### src/rtl/haar_pkg.sv
// Shared field layout and FSM encoding for the Haar feature fetcher.
// Header: signed threshold and rect count; rect words pass through untouched.
package haar_pkg;

  localparam int WORDS_PER_FEATURE = 4;

  localparam int HDR_THR_LSB = 16;
  localparam int HDR_THR_W   = 16;
  localparam int HDR_NR_LSB  = 0;
  localparam int HDR_NR_W    = 2;

  localparam int RECT_X_LSB  = 27;
  localparam int RECT_X_W    = 5;
  localparam int RECT_Y_LSB  = 22;
  localparam int RECT_Y_W    = 5;
  localparam int RECT_W_LSB  = 17;
  localparam int RECT_W_W    = 5;
  localparam int RECT_H_LSB  = 12;
  localparam int RECT_H_W    = 5;
  localparam int RECT_WT_LSB = 0;
  localparam int RECT_WT_W   = 12;

  localparam logic [1:0] NR_TWO   = 2'd2;
  localparam logic [1:0] NR_THREE = 2'd3;

  typedef enum logic [1:0] {
    IDLE  = 2'd0,
    ISSUE = 2'd1,
    DRAIN = 2'd2,
    HOLD  = 2'd3
  } state_e;

endpackage

### src/rtl/haar_feature_fetch.sv
// Fetches one 4-word Haar feature record from an external synchronous ROM.
// Define FEATURE_FETCH_CHECK_EN to flag headers whose rect count is not 2.
module haar_feature_fetch
  import haar_pkg::*;
#(
  parameter int ADDR_WIDTH   = 14,
  parameter int DATA_WIDTH   = 32,
  parameter int FEATURE_BASE = 6000,
  parameter int IDX_WIDTH    = 12
) (
  input  logic                  clk,
  input  logic                  rst,
  input  logic                  req_valid,
  input  logic [IDX_WIDTH-1:0]  req_idx,
  output logic                  req_ready,
  output logic [ADDR_WIDTH-1:0] rom_addr,
  input  logic [DATA_WIDTH-1:0] rom_data,
  output logic                  out_valid,
  input  logic                  out_ready,
  output logic [IDX_WIDTH-1:0]  out_idx,
  output logic [1:0]            out_num_rects,
  output logic [15:0]           out_threshold,
  output logic [DATA_WIDTH-1:0] out_rect0,
  output logic [DATA_WIDTH-1:0] out_rect1,
  output logic [DATA_WIDTH-1:0] out_rect2,
  output logic                  out_err
);

  state_e r_state;
  state_e w_state_nxt;

  logic [2:0]            r_cnt;
  logic [ADDR_WIDTH-1:0] r_addr;
  logic [IDX_WIDTH-1:0]  r_idx;
  logic [1:0]            r_nr;
  logic [15:0]           r_thr;
  logic [DATA_WIDTH-1:0] r_rect0;
  logic [DATA_WIDTH-1:0] r_rect1;
  logic [DATA_WIDTH-1:0] r_rect2;
  logic                  r_err;
  logic                  r_three;

  logic                  w_accept;
  logic                  w_busy;
  logic                  w_cap_hdr;
  logic                  w_cap_r0;
  logic                  w_cap_r1;
  logic                  w_cap_r2;
  logic [ADDR_WIDTH-1:0] w_hdr_addr;
  logic [1:0]            w_raw_nr;
  logic [1:0]            w_nr;
  logic                  w_err;
  logic                  w_three;

  assign w_hdr_addr = ADDR_WIDTH'(FEATURE_BASE)
                    + ADDR_WIDTH'(req_idx)
                    * ADDR_WIDTH'(WORDS_PER_FEATURE);

  assign w_raw_nr = rom_data[HDR_NR_LSB +: HDR_NR_W];

`ifdef FEATURE_FETCH_CHECK_EN
  // Any count other than 2 is malformed; still walk it as a 2-rect fetch.
  assign w_err   = (w_raw_nr != NR_TWO);
  assign w_nr    = w_raw_nr;
  assign w_three = 1'b0;
`else
  assign w_err   = 1'b0;
  assign w_three = (w_raw_nr == NR_THREE);
  assign w_nr    = w_three ? NR_THREE : NR_TWO;
`endif

  // r_cnt holds (edges since acceptance - 1) while the fetch is in flight.
  assign w_busy    = (r_state == ISSUE) || (r_state == DRAIN);
  assign w_cap_hdr = (r_state == ISSUE) && (r_cnt == 3'd1);
  assign w_cap_r0  = (r_state == ISSUE) && (r_cnt == 3'd2);
  assign w_cap_r1  = (r_state == DRAIN) && (r_cnt == 3'd3);
  assign w_cap_r2  = (r_state == DRAIN) && (r_cnt == 3'd4);

  always_ff @(posedge clk) begin
    if (rst) r_state <= IDLE;
    else     r_state <= w_state_nxt;
  end

  always_comb begin
    w_state_nxt = r_state;
    req_ready   = 1'b0;
    out_valid   = 1'b0;
    w_accept    = 1'b0;
    unique case (r_state)
      IDLE: begin
        req_ready = 1'b1;
        if (req_valid) begin
          w_accept    = 1'b1;
          w_state_nxt = ISSUE;
        end
      end
      ISSUE: begin
        if (r_cnt == 3'd2) w_state_nxt = DRAIN;
      end
      DRAIN: begin
        if (r_cnt == 3'd3 && !r_three) w_state_nxt = HOLD;
        else if (r_cnt == 3'd4)        w_state_nxt = HOLD;
      end
      HOLD: begin
        out_valid = 1'b1;
        if (out_ready) w_state_nxt = IDLE;
      end
      default: w_state_nxt = IDLE;
    endcase
  end

  always_ff @(posedge clk) begin
    if (rst) begin
      r_cnt   <= '0;
      r_addr  <= '0;
      r_idx   <= '0;
      r_nr    <= '0;
      r_thr   <= '0;
      r_rect0 <= '0;
      r_rect1 <= '0;
      r_rect2 <= '0;
      r_err   <= 1'b0;
      r_three <= 1'b0;
    end else begin
      if (w_accept) begin
        r_cnt  <= '0;
        r_addr <= w_hdr_addr;
        r_idx  <= req_idx;
      end else if (w_busy) begin
        r_cnt <= r_cnt + 3'd1;
      end
      if (r_state == ISSUE) r_addr <= r_addr + 1'b1;
      // Clearing rects here drops any words left from the previous record.
      if (w_cap_hdr) begin
        r_thr   <= rom_data[HDR_THR_LSB +: HDR_THR_W];
        r_nr    <= w_nr;
        r_err   <= w_err;
        r_three <= w_three;
        r_rect0 <= '0;
        r_rect1 <= '0;
        r_rect2 <= '0;
      end
      if (w_cap_r0 && !r_err) r_rect0 <= rom_data;
      if (w_cap_r1 && !r_err) r_rect1 <= rom_data;
      if (w_cap_r2 && r_three) r_rect2 <= rom_data;
    end
  end

  assign rom_addr      = r_addr;
  assign out_idx       = r_idx;
  assign out_num_rects = r_nr;
  assign out_threshold = r_thr;
  assign out_rect0     = r_rect0;
  assign out_rect1     = r_rect1;
  assign out_rect2     = r_rect2;
  assign out_err       = r_err;

endmodule

### config.mk
export PLATFORM = sky130hd
export DESIGN_NAME = haar_feature_fetch
export DESIGN_NICKNAME = d
export VERILOG_FILES = /design/src/rtl/haar_pkg.sv /design/src/rtl/haar_feature_fetch.sv
export SDC_FILE = /design/constraint.sdc
export NUM_CORES = 1
export LEC_CHECK = 0
export BUFFER_PORTS_ARGS = -buffer_cell sky130_fd_sc_hd__buf_4
export CORE_ASPECT_RATIO = 1.4
export CORE_MARGIN = 2
export CORE_UTILIZATION = 50
export DETAILED_ROUTE_END_ITERATION = 12
export GPL_ROUTABILITY_DRIVEN = 0
export GPL_TIMING_DRIVEN = 0
export PLACE_DENSITY = 0.87
export SLEW_MARGIN = 25
export SYNTH_ARGS = -nofsm -noshare
export SYNTH_HDL_FRONTEND = slang
export SYNTH_SLANG_ARGS = --single-unit
### constraint.sdc
create_clock -name clk -period 2 [get_ports clk]
set_input_delay 0.2 -clock clk [delete_from_list [all_inputs] [get_ports clk]]
set_output_delay 0.2 -clock clk [all_outputs]
set_load 0.1 [all_outputs]
==> results of run 1 <==
[synth_stat cells (all sizes together), types with 2 or more instances]
cell       n
nand3     42
a22oi     64
o211ai     2
a221oi     2
a211oi     2
xnor2      4
nor2      84
and2       2
nand2    104
a21oi     81
clkbuf    31
ha        11
dfxtp    145
buf       20
xor2       5
inv       10
and3       6
a2111oi    3
nand2b     6
mux2i      4
nor4       2
nor3       9
o21ai      2
[state kept, by name (all words and copies together) (netlist names)]
register	flops
out_rect0	32
out_rect2	32
out_rect1	32
out_threshold	16
out_num_rects	2
r_state	2
r_cnt	3
out_idx	12
rom_addr	14
[power groups by stage]
| stage | clock [mW] | sequential [mW] | combinational (mW) |
|---|---|---|---|
| floorplan | 0 | 4.52 | 1.03 |
| global placement | 0 | 3.35 | 2.84 |
| detailed placement | 0 | 3.36 | 2.87 |
| CTS | 3.06 | 3.30 | 2.89 |
| global route | 3.21 | 3.34 | 3.07 |
| finish | 3.05 | 3.31 | 2.92 |
[critical path, cell delays in order (launching register included)]
cell and delay [ns]:
sky130_fd_sc_hd__dfxtp_1 0.40, sky130_fd_sc_hd__ha_1 0.18, sky130_fd_sc_hd__ha_1 0.18, sky130_fd_sc_hd__and2_1 0.14, sky130_fd_sc_hd__clkbuf_1 0.31, sky130_fd_sc_hd__clkbuf_1 0.39
sky130_fd_sc_hd__nand2_1 0.12, sky130_fd_sc_hd__a21oi_1 0.16
[final timing paths]
kind	to	slack (ns)	cells past startpoint
worst max-delay path	out_rect1[3]$_SDFFE_PP0P_	0.03	7
worst min-delay path	rom_addr[4]$_SDFFE_PP0P_	0.02	2
worst max register to register	out_rect1[3]$_SDFFE_PP0P_	0.03	7
worst min register to register	out_idx[9]$_SDFFE_PP0P_	0.46	2
[through the flow]
stage	worst slack, ns	util [%]	setup TNS (ns)	hold slack (ns)	total power [mW]
global route	-0.0844	71.4	-0.927	0.0160	9.63
global placement	-0.0154	65.8	-0.197	0.438	6.19
finish	0.0318	71.4	0	0.0152	9.28
CTS	0.0200	71.1	0	0.0101	9.25
floorplan	0.0343	-	0	0.304	5.55
detailed placement	-0.0295	65.8	-0.149	0.439	6.24
[layout make-up]
| class | instances | share of cell area [%] |
|---|---|---|
| Clock inverter | 13 | 1.68 |
| Timing Repair Buffer | 189 | 18.3 |
| Tap cell | 141 | 2.27 |
| Sequential cell | 145 | 37.5 |
| Inverter | 10 | 0.484 |
| Clock buffer | 19 | 5.71 |
| Buffer | 51 | 2.97 |
| Multi-Input combinational cell | 446 | 31.1 |
[routing by layer]
layer | track usage (%) | routed length, µm | up-vias
met5 | 0 | 0 | -
met2 | 49.5 | 8730 | 273
met4 | 12.1 | 539 | 0
li1 | - | - | 2661
met3 | 7.73 | 1280 | 47
met1 | 30.8 | 6410 | 2613
[cells by family after synthesis]
| kind of cell | share of synthesized area [%] |
|---|---|
| multiplexers | 0.923 |
| flip-flops | 52.2 |
| other | 0.0675 |
| AND/OR/NAND/NOR | 20.1 |
| buffers and inverters | 4.59 |
| AO/OA/AOI/OAI | 18.2 |
| adder cells (fa/ha/maj) | 2.48 |
| XOR/XNOR | 1.42 |
[repair_timing]
action,in CTS,in global routing
setup endpoints to repair,30,81
setup buffers,0,1
endpoints found under the hold margin,0,0
hold buffers,0,0
pin swaps,0,3
gates resized for setup,1,14
==> metrics.txt, run 1 <==
# TYPE chip_impl_metric gauge
chip_impl_metric{name="cp_max_fo",unit=""} 10
chip_impl_metric{name="start_util",unit="%"} 51.1
chip_impl_metric{name="cts.reportedPaths.clkPinSlew",unit="ns"} 0.06
chip_impl_info{name="tritoncts",value="built"} 1
chip_impl_metric{name="floorplan.rows",unit=""} 45
chip_impl_metric{name="hold_viol_final",unit=""} 0
chip_impl_metric{name="syn_inst",unit=""} 652
chip_impl_metric{name="synthesis.area",unit="µm²"} 5560
chip_impl_metric{name="grt_remaining_overflow",unit=""} 0
chip_impl_metric{name="maximum_level_of_the_cts_h_tree",unit=""} 4
chip_impl_metric{name="ys.warnings.count",unit=""} 0
chip_impl_metric{name="final_cells",unit=""} 1014
chip_impl_metric{name="cell_internal_pwr",unit="mW"} 5.58
chip_impl_metric{name="routed_wl",unit="mm"} 17.0
chip_impl_metric{name="max_transition_margin",unit="%"} 57.4
chip_impl_metric{name="area_delta_synth_final",unit="%"} 39.7
chip_impl_metric{name="switchingPower",unit="mW"} 3.70
chip_impl_metric{name="die_area",unit="µm²"} 12000
chip_impl_metric{name="crit_required",unit="ns"} 2.34
chip_impl_info{name="layout_common_cells",value="sky130_fd_sc_hd__buf_4, sky130_fd_sc_hd__dfxtp_1, sky130_fd_sc_hd__nand2_1, sky130_fd_sc_hd__nor2_1, sky130_fd_sc_hd__a21oi_1"} 1
chip_impl_metric{name="fillers",unit=""} 837
chip_impl_info{name="worstSetupStartpoint",value="r_cnt[0]$_SDFFE_PP0P_"} 1
chip_impl_info{name="rr_startpoint",value="r_cnt[0]$_SDFFE_PP0P_"} 1
chip_impl_metric{name="ios",unit=""} 191
chip_impl_info{name="crit_type",value="register to register"} 1
chip_impl_metric{name="cellLeakagePower",unit="nW"} 3.19
chip_impl_metric{name="min_period",unit="ns"} 1.97
chip_impl_metric{name="crit_arrival",unit="ns"} 2.31
chip_impl_metric{name="grt_first_pass_wirelength",unit="mm"} 26.2
chip_impl_info{name="endpoint_kind",value="register"} 1
chip_impl_metric{name="routed_wire_length_per_instance",unit="µm"} 16.7
chip_impl_metric{name="largest_net_degree_at_the_start_of_global_routing",unit=""} 17
chip_impl_metric{name="antenna_cells_inserted",unit=""} 0
chip_impl_metric{name="route.antenna.remaining_nets",unit=""} 0
chip_impl_metric{name="power.density_cell_area",unit="nW/µm²"} 1200
chip_impl_metric{name="clk_latency",unit="ns"} 0.42
chip_impl_metric{name="fmax",unit="GHz"} 0.508
chip_impl_metric{name="vias",unit=""} 5594
chip_impl_metric{name="synthArstFlopShare",unit="%"} 0
chip_impl_metric{name="number_of_sinks_on_the_clock_net",unit=""} 145
chip_impl_metric{name="place.detailed.instances",unit=""} 981
chip_impl_metric{name="sequential_cell_area",unit="µm²"} 2910
chip_impl_metric{name="avgViaCountPerCell",unit=""} 5.52
chip_impl_metric{name="p_clk_share",unit="%"} 32.8
chip_impl_info{name="synth_ff_type",value="sky130_fd_sc_hd__dfxtp_1"} 1
chip_impl_metric{name="fp.dieH",unit="µm"} 129
chip_impl_info{name="outcome",value="complete, no violations"} 1
chip_impl_metric{name="vdd_ir_drop_max",unit="V"} 0.000709
chip_impl_metric{name="report.final.slew_viol_count",unit=""} 0
chip_impl_metric{name="maxCapViolCount",unit=""} 0
chip_impl_metric{name="comb_power_share",unit="%"} 31.5
chip_impl_metric{name="yosysSeqAreaShare",unit="%"} 52.2
chip_impl_metric{name="power_switching_share",unit="%"} 39.8
chip_impl_info{name="grt_setup_unrepaired",value="true"} 1
chip_impl_metric{name="transition_at_the_pin_with_the_smallest_max_transition_slack",unit="ns"} 0.639
chip_impl_metric{name="cts.path.max_buffers",unit=""} 2
chip_impl_metric{name="netlist.area_leader.share",unit="%"} 52.2
chip_impl_metric{name="share_seq_of_total_power",unit="%"} 35.7
chip_impl_metric{name="drc",unit=""} 0
chip_impl_metric{name="die_width",unit="µm"} 93.1
chip_impl_metric{name="ys_seq_elements",unit=""} 145
chip_impl_metric{name="grt_usage",unit="%"} 27.8
chip_impl_info{name="synth_top_area_cell",value="sky130_fd_sc_hd__dfxtp_1"} 1
chip_impl_metric{name="synth.net_count",unit=""} 711
chip_impl_info{name="cts.root.buffer_cell",value="sky130_fd_sc_hd__clkbuf_16"} 1
chip_impl_info{name="hold_path_class",value="input pin to register"} 1
chip_impl_metric{name="count_of_port_buffers_added_during_placement",unit=""} 188
chip_impl_metric{name="floorplan.core_area",unit="µm²"} 10900
chip_impl_metric{name="number_of_global_route_vias_before_repair",unit=""} 5204
chip_impl_metric{name="final_min_period_over_clock_period",unit="%"} 98.4
chip_impl_metric{name="layout-drive-gt1-share",unit="%"} 29.7
chip_impl_metric{name="detail_route.first_pass.iterations",unit=""} 5
chip_impl_metric{name="cts_inserted_buffers",unit=""} 17
chip_impl_metric{name="multiInputGateArea",unit="µm²"} 2410
chip_impl_metric{name="synthesis.area_per_instance",unit="µm²"} 8.52
chip_impl_info{name="mostFrequentLayoutCell",value="sky130_fd_sc_hd__buf_4"} 1
chip_impl_metric{name="synth_edf_count",unit=""} 0
chip_impl_metric{name="timing.final.setup_violations",unit=""} 0
chip_impl_metric{name="synth.lib_cells_used.distinct",unit=""} 40
chip_impl_info{name="hold_start",value="req_idx[2]"} 1
chip_impl_info{name="worst_setup_path_start_kind",value="register"} 1
chip_impl_metric{name="detail_route.iter0.violations",unit=""} 442
chip_impl_metric{name="fin_nets",unit=""} 919
chip_impl_metric{name="finalClockSkew",unit="ns"} 0.0107
chip_impl_metric{name="postLayoutCellArea",unit="µm²"} 7760
chip_impl_metric{name="dpl-instance-area",unit="µm²"} 7160
chip_impl_metric{name="antenna_found_initial",unit=""} 0
chip_impl_metric{name="place.detailed.hpwl",unit="mm"} 12.5
chip_impl_info{name="ys_top_cells_by_area",value="sky130_fd_sc_hd__dfxtp_1, sky130_fd_sc_hd__a22oi_1, sky130_fd_sc_hd__a21oi_1"} 1
(Power assumes the default switching activity.)
==> run 2, diff against run 1 <==
--- a/config.mk
+++ b/config.mk
@@ -13,6 +13,7 @@
 export GPL_ROUTABILITY_DRIVEN = 0
 export GPL_TIMING_DRIVEN = 0
 export PLACE_DENSITY = 0.87
+export REMOVE_ABC_BUFFERS = 1
 export SLEW_MARGIN = 25
 export SYNTH_ARGS = -nofsm -noshare
 export SYNTH_HDL_FRONTEND = slang
==> run 2 against run 1 <==
Net effect: worst hold slack improved by 0.0071 ns; critical path type unchanged; power up 4.0%; setup slack improved by 0.081 ns; clock power grew 9.8%; first-iteration DRC count shrank 14%; sequential power hardly changed; design area up 0.50%; maximum frequency up 4.3%; core utilization increased by 0.36 points; register-to-register slack improved by 0.08 ns; flip-flop and latch count did not move; combinational power grew 3%.
==> metrics.txt, run 2 (synthesis gave the netlist of run 1 again) <==
# TYPE chip_impl_metric gauge
chip_impl_metric{name="die_width",unit="µm"} 93.1
chip_impl_metric{name="hold_viol_final",unit=""} 0
chip_impl_info{name="crit_type",value="register to register"} 1
chip_impl_metric{name="final_min_period_over_clock_period",unit="%"} 94.4
chip_impl_metric{name="reg2reg_slack",unit="ns"} 0.11
chip_impl_metric{name="min_period",unit="ns"} 1.89
chip_impl_metric{name="tns",unit="ns"} 0
chip_impl_metric{name="report.final.slew_viol_count",unit=""} 0
chip_impl_metric{name="clk_latency",unit="ns"} 0.42
chip_impl_metric{name="antenna_found_initial",unit=""} 0
chip_impl_metric{name="drc",unit=""} 0
chip_impl_metric{name="finalClockSkew",unit="ns"} 0.00837
chip_impl_metric{name="routed_wire_length_per_instance",unit="µm"} 17.5
chip_impl_metric{name="sequential_cell_area",unit="µm²"} 2900
chip_impl_info{name="tritoncts",value="built"} 1
chip_impl_metric{name="route.antenna.remaining_nets",unit=""} 0
chip_impl_metric{name="floorplan.core_area",unit="µm²"} 10900
chip_impl_metric{name="hold-worst-slack",unit="ns"} 0.0224
chip_impl_metric{name="floorplan.rows",unit=""} 45
chip_impl_metric{name="cts_inserted_buffers",unit=""} 17
chip_impl_metric{name="grt_remaining_overflow",unit=""} 0
chip_impl_metric{name="antenna_cells_inserted",unit=""} 0
chip_impl_info{name="outcome",value="complete, no violations"} 1
chip_impl_metric{name="grt_usage",unit="%"} 28.3
chip_impl_info{name="layout_common_cells",value="sky130_fd_sc_hd__buf_4, sky130_fd_sc_hd__dfxtp_1, sky130_fd_sc_hd__nand2_1, sky130_fd_sc_hd__a21oi_1, sky130_fd_sc_hd__nor2_1"} 1
chip_impl_metric{name="fp.dieH",unit="µm"} 129
chip_impl_metric{name="maxCapViolCount",unit=""} 0
chip_impl_metric{name="power.density_cell_area",unit="nW/µm²"} 1240
chip_impl_metric{name="met2RoutedLength",unit="mm"} 8.81
chip_impl_metric{name="cp_max_fo",unit=""} 22
chip_impl_metric{name="cts_hold_repair.buffers",unit=""} 0
chip_impl_metric{name="cts.path.max_buffers",unit=""} 2
chip_impl_metric{name="die_area",unit="µm²"} 12000
chip_impl_metric{name="largest_net_degree_at_the_start_of_global_routing",unit=""} 146
chip_impl_metric{name="number_of_global_route_vias_before_repair",unit=""} 5454
chip_impl_metric{name="finalPower",unit="mW"} 9.66
chip_impl_metric{name="detail_route.iter0.violations",unit=""} 380
chip_impl_info{name="worst_setup_path_start_kind",value="register"} 1
chip_impl_metric{name="routed_wl",unit="mm"} 17.1
chip_impl_metric{name="ios",unit=""} 191
chip_impl_info{name="dr.max_layer_used",value="met4"} 1
chip_impl_metric{name="avgViaCountPerCell",unit=""} 5.67
chip_impl_info{name="mostFrequentLayoutCell",value="sky130_fd_sc_hd__buf_4"} 1
chip_impl_info{name="hold_path_class",value="input pin to register"} 1
chip_impl_metric{name="final_design_utilization",unit="%"} 71.8
chip_impl_metric{name="crit_arrival",unit="ns"} 2.15
chip_impl_metric{name="count_of_port_buffers_added_during_placement",unit=""} 189
chip_impl_metric{name="vdd_ir_drop_max",unit="V"} 0.000754
chip_impl_metric{name="timing.final.setup_violations",unit=""} 0
chip_impl_metric{name="cellLeakagePower",unit="nW"} 3.21
chip_impl_metric{name="transition_at_the_pin_with_the_smallest_max_transition_slack",unit="ns"} 1.03
chip_impl_metric{name="fin_nets",unit=""} 879
chip_impl_metric{name="wl_met1",unit="mm"} 6.18
chip_impl_metric{name="max_transition_margin",unit="%"} 31.2
chip_impl_metric{name="cts.reportedPaths.clkPinSlew",unit="ns"} 0.06
chip_impl_metric{name="vias",unit=""} 5520
chip_impl_metric{name="start_util",unit="%"} 51.1
chip_impl_metric{name="area_delta_synth_final",unit="%"} 40.4
chip_impl_info{name="endpoint_kind",value="register"} 1
chip_impl_metric{name="fmax",unit="GHz"} 0.530
chip_impl_metric{name="multiInputGateArea",unit="µm²"} 2500
chip_impl_metric{name="layout-drive-gt1-share",unit="%"} 30.1
chip_impl_metric{name="crit_required",unit="ns"} 2.27
chip_impl_metric{name="grt_first_pass_wirelength",unit="mm"} 26.5
chip_impl_metric{name="maximum_level_of_the_cts_h_tree",unit=""} 4
chip_impl_metric{name="place.detailed.hpwl",unit="mm"} 10.9
chip_impl_info{name="cts.root.buffer_cell",value="sky130_fd_sc_hd__clkbuf_16"} 1
chip_impl_metric{name="route.met3.wl",unit="mm"} 1.71
chip_impl_metric{name="number_of_sinks_on_the_clock_net",unit=""} 145
chip_impl_metric{name="detail_route.first_pass.iterations",unit=""} 5
chip_impl_metric{name="fillers",unit=""} 774
==> run 2: cell types whose count changed in the layout (fill, tap and decap cells not counted), sizes merged <==
cell | previous run | this run
clkbuf | 52 | 18
buf | 207 | 198
clkinvlp | 6 | 1
inv | 14 | 18
bufinv | 1 | 3
and3 | 6 | 7
nor2 | 84 | 85
==> run 2: routing by layer <==
layer  global-route usage, %  vias up
met5                       0        -
met4                    12.5        0
met3                    10.7       30
met2                    49.6      247
met1                    30.1     2657
li1                        -     2586
==> run 2: worst paths after layout <==
check,startpoint,to,cells past startpoint
worst max-delay path,r_state[1]$_SDFFE_PP0P_,out_rect2[25]$_SDFFE_PP0P_,7
worst min-delay path,req_idx[0],rom_addr[2]$_SDFFE_PP0P_,3
worst max register to register,r_state[1]$_SDFFE_PP0P_,out_rect2[25]$_SDFFE_PP0P_,7
worst min register to register,out_threshold[0]$_SDFFE_PP0P_,out_threshold[0]$_SDFFE_PP0P_,2
==> run 2: cell type report <==
cell class              count  share of cell area (%)
flip-flops and latches    145                    37.2
multi-input cells         448                    32.0
repair buffers            198                    20.0
clock buffers              18                    5.50
clock inverters            14                    2.50
well taps                 141                    2.26
inverters                  10                   0.481
==> run 2: timing repair <==
action,in CTS,in global routing
resized for setup,10,5
buffers inserted,3,3
pin swaps,3,2
gates cloned,2,0
setup endpoints to repair,125,39
==> run 2: report_power, final <==
part           switching (mW)  internal, mW
registers               0.207          3.10
clock network            1.33          2.02
logic                    2.26         0.743
total                    3.80          5.86
==> run 2: metrics by stage <==
step | setup slack (ns) | cells | instance area [µm²]
final | 0.113 | 974 | 7800
after global routing | -0.00295 | 974 | 7800
after CTS | 0.0248 | 971 | 7760
after detailed placement | -0.854 | 934 | 7050
after global placement | -3.05 | 931 | 6930
after floorplan | -1.26 | 601 | 5340
==> run 2: critical path, stage by stage (launching register included) <==
cell,delay (ns)
sky130_fd_sc_hd__dfxtp_1,0.34
sky130_fd_sc_hd__inv_1,0.12
sky130_fd_sc_hd__ha_4,0.30
sky130_fd_sc_hd__and3_4,0.39
sky130_fd_sc_hd__nor2_4,0.14
sky130_fd_sc_hd__buf_16,0.19
sky130_fd_sc_hd__a22oi_1,0.19
sky130_fd_sc_hd__nor2_1,0.06
==> run 3, diff against run 2 <==
--- a/config.mk
+++ b/config.mk
@@ -12,7 +12,7 @@
 export DETAILED_ROUTE_END_ITERATION = 12
 export GPL_ROUTABILITY_DRIVEN = 0
 export GPL_TIMING_DRIVEN = 0
-export PLACE_DENSITY = 0.87
+export PLACE_DENSITY = 0.8
 export REMOVE_ABC_BUFFERS = 1
 export SLEW_MARGIN = 25
 export SYNTH_ARGS = -nofsm -noshare
==> run 3 against run 2 <==
Net effect: design area increased by 0.32%; setup slack about the same; clock-buffer cell count unchanged; sequential share of layout area decreased by 0.12 points; sequential power about the same; global-route usage decreased by 0.95 points; critical path depth increased by 2; cell count increased by 0.72%; clock power decreased by 7.5%; clock skew increased by 0.0021 ns; critical endpoint is now out_rect2[11]$_SDFFE_PP0P_; combinational power increased by 3%.
==> metrics.txt, run 3 (synthesis gave the netlist of run 1 again) <==
# TYPE chip_impl_metric gauge
chip_impl_metric{name="crit_path_max_incr_delay",unit="ns"} 0.35
chip_impl_metric{name="layout-drive-gt1-share",unit="%"} 30.7
chip_impl_info{name="grt_setup_unrepaired",value="false"} 1
chip_impl_metric{name="ios",unit=""} 191
chip_impl_metric{name="antenna_found_initial",unit=""} 0
chip_impl_metric{name="count_of_port_buffers_added_during_placement",unit=""} 189
chip_impl_metric{name="comb_power_share",unit="%"} 32.5
chip_impl_metric{name="routed_wl",unit="mm"} 17.2
chip_impl_metric{name="grt_first_pass_wirelength",unit="mm"} 25.6
chip_impl_metric{name="fmax",unit="GHz"} 0.530
chip_impl_info{name="rr_startpoint",value="r_state[0]$_SDFFE_PP0P_"} 1
chip_impl_metric{name="timing.final.setup_violations",unit=""} 0
chip_impl_metric{name="detail_route.first_pass.iterations",unit=""} 5
chip_impl_metric{name="grt_remaining_overflow",unit=""} 0
chip_impl_metric{name="die_area",unit="µm²"} 12000
chip_impl_metric{name="worst_r2r_path_depth",unit=""} 9
chip_impl_metric{name="route.antenna.remaining_nets",unit=""} 0
chip_impl_info{name="mostFrequentLayoutCell",value="sky130_fd_sc_hd__buf_4"} 1
chip_impl_metric{name="switchingPower",unit="mW"} 3.84
chip_impl_metric{name="floorplan.core_area",unit="µm²"} 10900
chip_impl_metric{name="share_seq_of_total_power",unit="%"} 34.8
chip_impl_info{name="outcome",value="complete, no violations"} 1
chip_impl_metric{name="cp_max_fo",unit=""} 24
chip_impl_info{name="hold_path_class",value="input pin to register"} 1
chip_impl_info{name="worstSetupStartpoint",value="r_state[0]$_SDFFE_PP0P_"} 1
chip_impl_metric{name="place.detailed.hpwl",unit="mm"} 10.8
chip_impl_metric{name="max_transition_margin",unit="%"} 30.7
chip_impl_metric{name="routed_wire_length_per_instance",unit="µm"} 17.5
chip_impl_metric{name="report.final.slew_viol_count",unit=""} 0
chip_impl_metric{name="fin_nets",unit=""} 886
chip_impl_metric{name="power.density_cell_area",unit="nW/µm²"} 1210
chip_impl_metric{name="hold_viol_final",unit=""} 0
chip_impl_metric{name="cts.reportedPaths.clkPinSlew",unit="ns"} 0.06
chip_impl_metric{name="number_of_sinks_on_the_clock_net",unit=""} 145
chip_impl_metric{name="fillers",unit=""} 807
chip_impl_metric{name="area_delta_synth_final",unit="%"} 40.8
chip_impl_info{name="worst_setup_path_start_kind",value="register"} 1
chip_impl_info{name="crit_path_cell_trace",value="inv_1 > ha_1 > nand2_1 > nor2_4 > buf_16 > nor2_4 > buf_16 > a22oi_1 > nor2_1"} 1
chip_impl_metric{name="crit_cells",unit=""} 9
chip_impl_metric{name="final_cells",unit=""} 981
chip_impl_info{name="critical-path-slowest-cell",value="sky130_fd_sc_hd__dfxtp_1"} 1
chip_impl_metric{name="start_util",unit="%"} 51.1
chip_impl_metric{name="vias",unit=""} 5512
chip_impl_metric{name="maximum_level_of_the_cts_h_tree",unit=""} 4
chip_impl_metric{name="min_period",unit="ns"} 1.89
chip_impl_info{name="layout_common_cells",value="sky130_fd_sc_hd__buf_4, sky130_fd_sc_hd__dfxtp_1, sky130_fd_sc_hd__nand2_1, sky130_fd_sc_hd__a21oi_1, sky130_fd_sc_hd__nor2_1"} 1
chip_impl_info{name="r2r-end",value="out_rect2[11]$_SDFFE_PP0P_"} 1
chip_impl_metric{name="reg2reg_slack",unit="ns"} 0.11
chip_impl_metric{name="fp.dieH",unit="µm"} 129
chip_impl_metric{name="cell_internal_pwr",unit="mW"} 5.65
chip_impl_info{name="crit_type",value="register to register"} 1
chip_impl_metric{name="cts_inserted_buffers",unit=""} 17
chip_impl_metric{name="largest_net_degree_at_the_start_of_global_routing",unit=""} 146
chip_impl_info{name="critical_path.top_delay_family",value="buffers and inverters"} 1
chip_impl_metric{name="crit_arrival",unit="ns"} 2.16
chip_impl_metric{name="drc",unit=""} 0
chip_impl_metric{name="final_min_period_over_clock_period",unit="%"} 94.4
chip_impl_metric{name="crit_required",unit="ns"} 2.27
chip_impl_metric{name="hold_depth",unit=""} 3
chip_impl_metric{name="avgViaCountPerCell",unit=""} 5.62
chip_impl_metric{name="grt_usage",unit="%"} 27.3
chip_impl_metric{name="number_of_global_route_vias_before_repair",unit=""} 5195
chip_impl_metric{name="vdd_ir_drop_max",unit="V"} 0.000662
chip_impl_metric{name="floorplan.rows",unit=""} 45
chip_impl_metric{name="power_switching_share",unit="%"} 40.5
chip_impl_metric{name="final_design_utilization",unit="%"} 72.0
chip_impl_metric{name="cts_hold_repair.buffers",unit=""} 0
chip_impl_metric{name="detail_route.iter0.violations",unit=""} 386
chip_impl_metric{name="clk_latency",unit="ns"} 0.43
chip_impl_info{name="cts.root.buffer_cell",value="sky130_fd_sc_hd__clkbuf_16"} 1
chip_impl_metric{name="cts.path.max_buffers",unit=""} 2
chip_impl_metric{name="critPathBufInv",unit=""} 3
chip_impl_metric{name="finalClockSkew",unit="ns"} 0.0105
chip_impl_info{name="worst_setup_path_endpoint",value="out_rect2[11]$_SDFFE_PP0P_"} 1
chip_impl_metric{name="antenna_cells_inserted",unit=""} 0
chip_impl_info{name="tritoncts",value="built"} 1
chip_impl_metric{name="transition_at_the_pin_with_the_smallest_max_transition_slack",unit="ns"} 1.04
chip_impl_metric{name="place.detailed.instances",unit=""} 935
chip_impl_metric{name="maxCapViolCount",unit=""} 0
chip_impl_metric{name="cellLeakagePower",unit="nW"} 3.23
chip_impl_metric{name="die_width",unit="µm"} 93.1
chip_impl_metric{name="p_clk_share",unit="%"} 32.7
chip_impl_info{name="endpoint_kind",value="register"} 1
==> run 3: cell types whose count changed in the layout (fill, tap and decap cells not counted) <==
cell	previous run	this run
sky130_fd_sc_hd__clkinv_2	0	1
sky130_fd_sc_hd__clkinv_4	2	4
sky130_fd_sc_hd__inv_6	4	3
sky130_fd_sc_hd__buf_4	193	199
sky130_fd_sc_hd__and2_2	0	1
sky130_fd_sc_hd__buf_16	3	4
sky130_fd_sc_hd__bufinv_16	3	1
sky130_fd_sc_hd__and2_4	2	1
==> run 3: repair_timing <==
item | CTS | global route
buffers inserted | 4 | 8
pin swaps | 2 | 4
setup endpoints to repair | 125 | 81
endpoints found under the hold margin | 0 | 0
resized for setup | 10 | 5
gates cloned | 1 | 1
==> run 3: how the worst min path moves through the flow <==
stage	end	slack (ns)	start
4_1_cts	rom_addr[2]$_SDFFE_PP0P_	0.002	req_idx[0]
2_1_floorplan	out_idx[0]$_SDFFE_PP0P_	0.27	rst
5_1_grt	rom_addr[2]$_SDFFE_PP0P_	0.01	req_idx[0]
6_report	rom_addr[2]$_SDFFE_PP0P_	0.02	req_idx[0]
3_3_place_gp	rom_addr[3]$_SDFFE_PP0P_	0.44	req_idx[1]
3_5_place_dp	rom_addr[2]$_SDFFE_PP0P_	0.44	req_idx[0]
==> run 3: stage by stage <==
| step | total power [mW] | setup WS, ns | TNS, ns | cell area (µm²) | hold slack, ns |
|---|---|---|---|---|---|
| after floorplan | 5.43 | -1.26 | -64.91 | 5340 | 0.269 |
| after global placement | 6.07 | -2.98 | -187.38 | 6930 | 0.436 |
| after detailed placement | 6.20 | -0.742 | -52.77 | 7070 | 0.445 |
| after CTS | 9.37 | 0.0445 | 0 | 7740 | 0.00154 |
| after global routing | 9.82 | 0.00611 | 0 | 7830 | 0.0142 |
| final | 9.49 | 0.113 | 0 | 7830 | 0.0152 |
==> run 3: per-layer routing <==
metal	global-route usage, %	share of wire (%)
met1	30.5	37
met2	46.5	50
met3	11.2	10
met4	10.5	1.8
met5	0	0
==> run 3: power by group through the flow <==
stage                     sequential (mW)  combinational [mW]  clock, mW
final                                3.31                3.08       3.10
after global routing                 3.33                3.23       3.27
after CTS                            3.30                2.94       3.14
after detailed placement             3.36                2.85          0
after global placement               3.34                2.72          0
after floorplan                      4.51               0.914          0
==> run 3: tightest hold or removal path: stages <==
cell	delay (ns)
sky130_fd_sc_hd__buf_4	0.08
sky130_fd_sc_hd__a21oi_1	0.05
sky130_fd_sc_hd__nor2_1	0.07
==> run 3: area by class of cell <==
class | count | area (µm²) | share of cell area [%]
Clock buffer | 18 | 429 | 5.48
Timing Repair Buffer | 205 | 1640 | 20.9
Tap cell | 141 | 176 | 2.25
Inverter | 10 | 37.5 | 0.480
Multi-Input combinational cell | 448 | 2500 | 31.9
Sequential cell | 145 | 2900 | 37.1
Clock inverter | 14 | 149 | 1.90
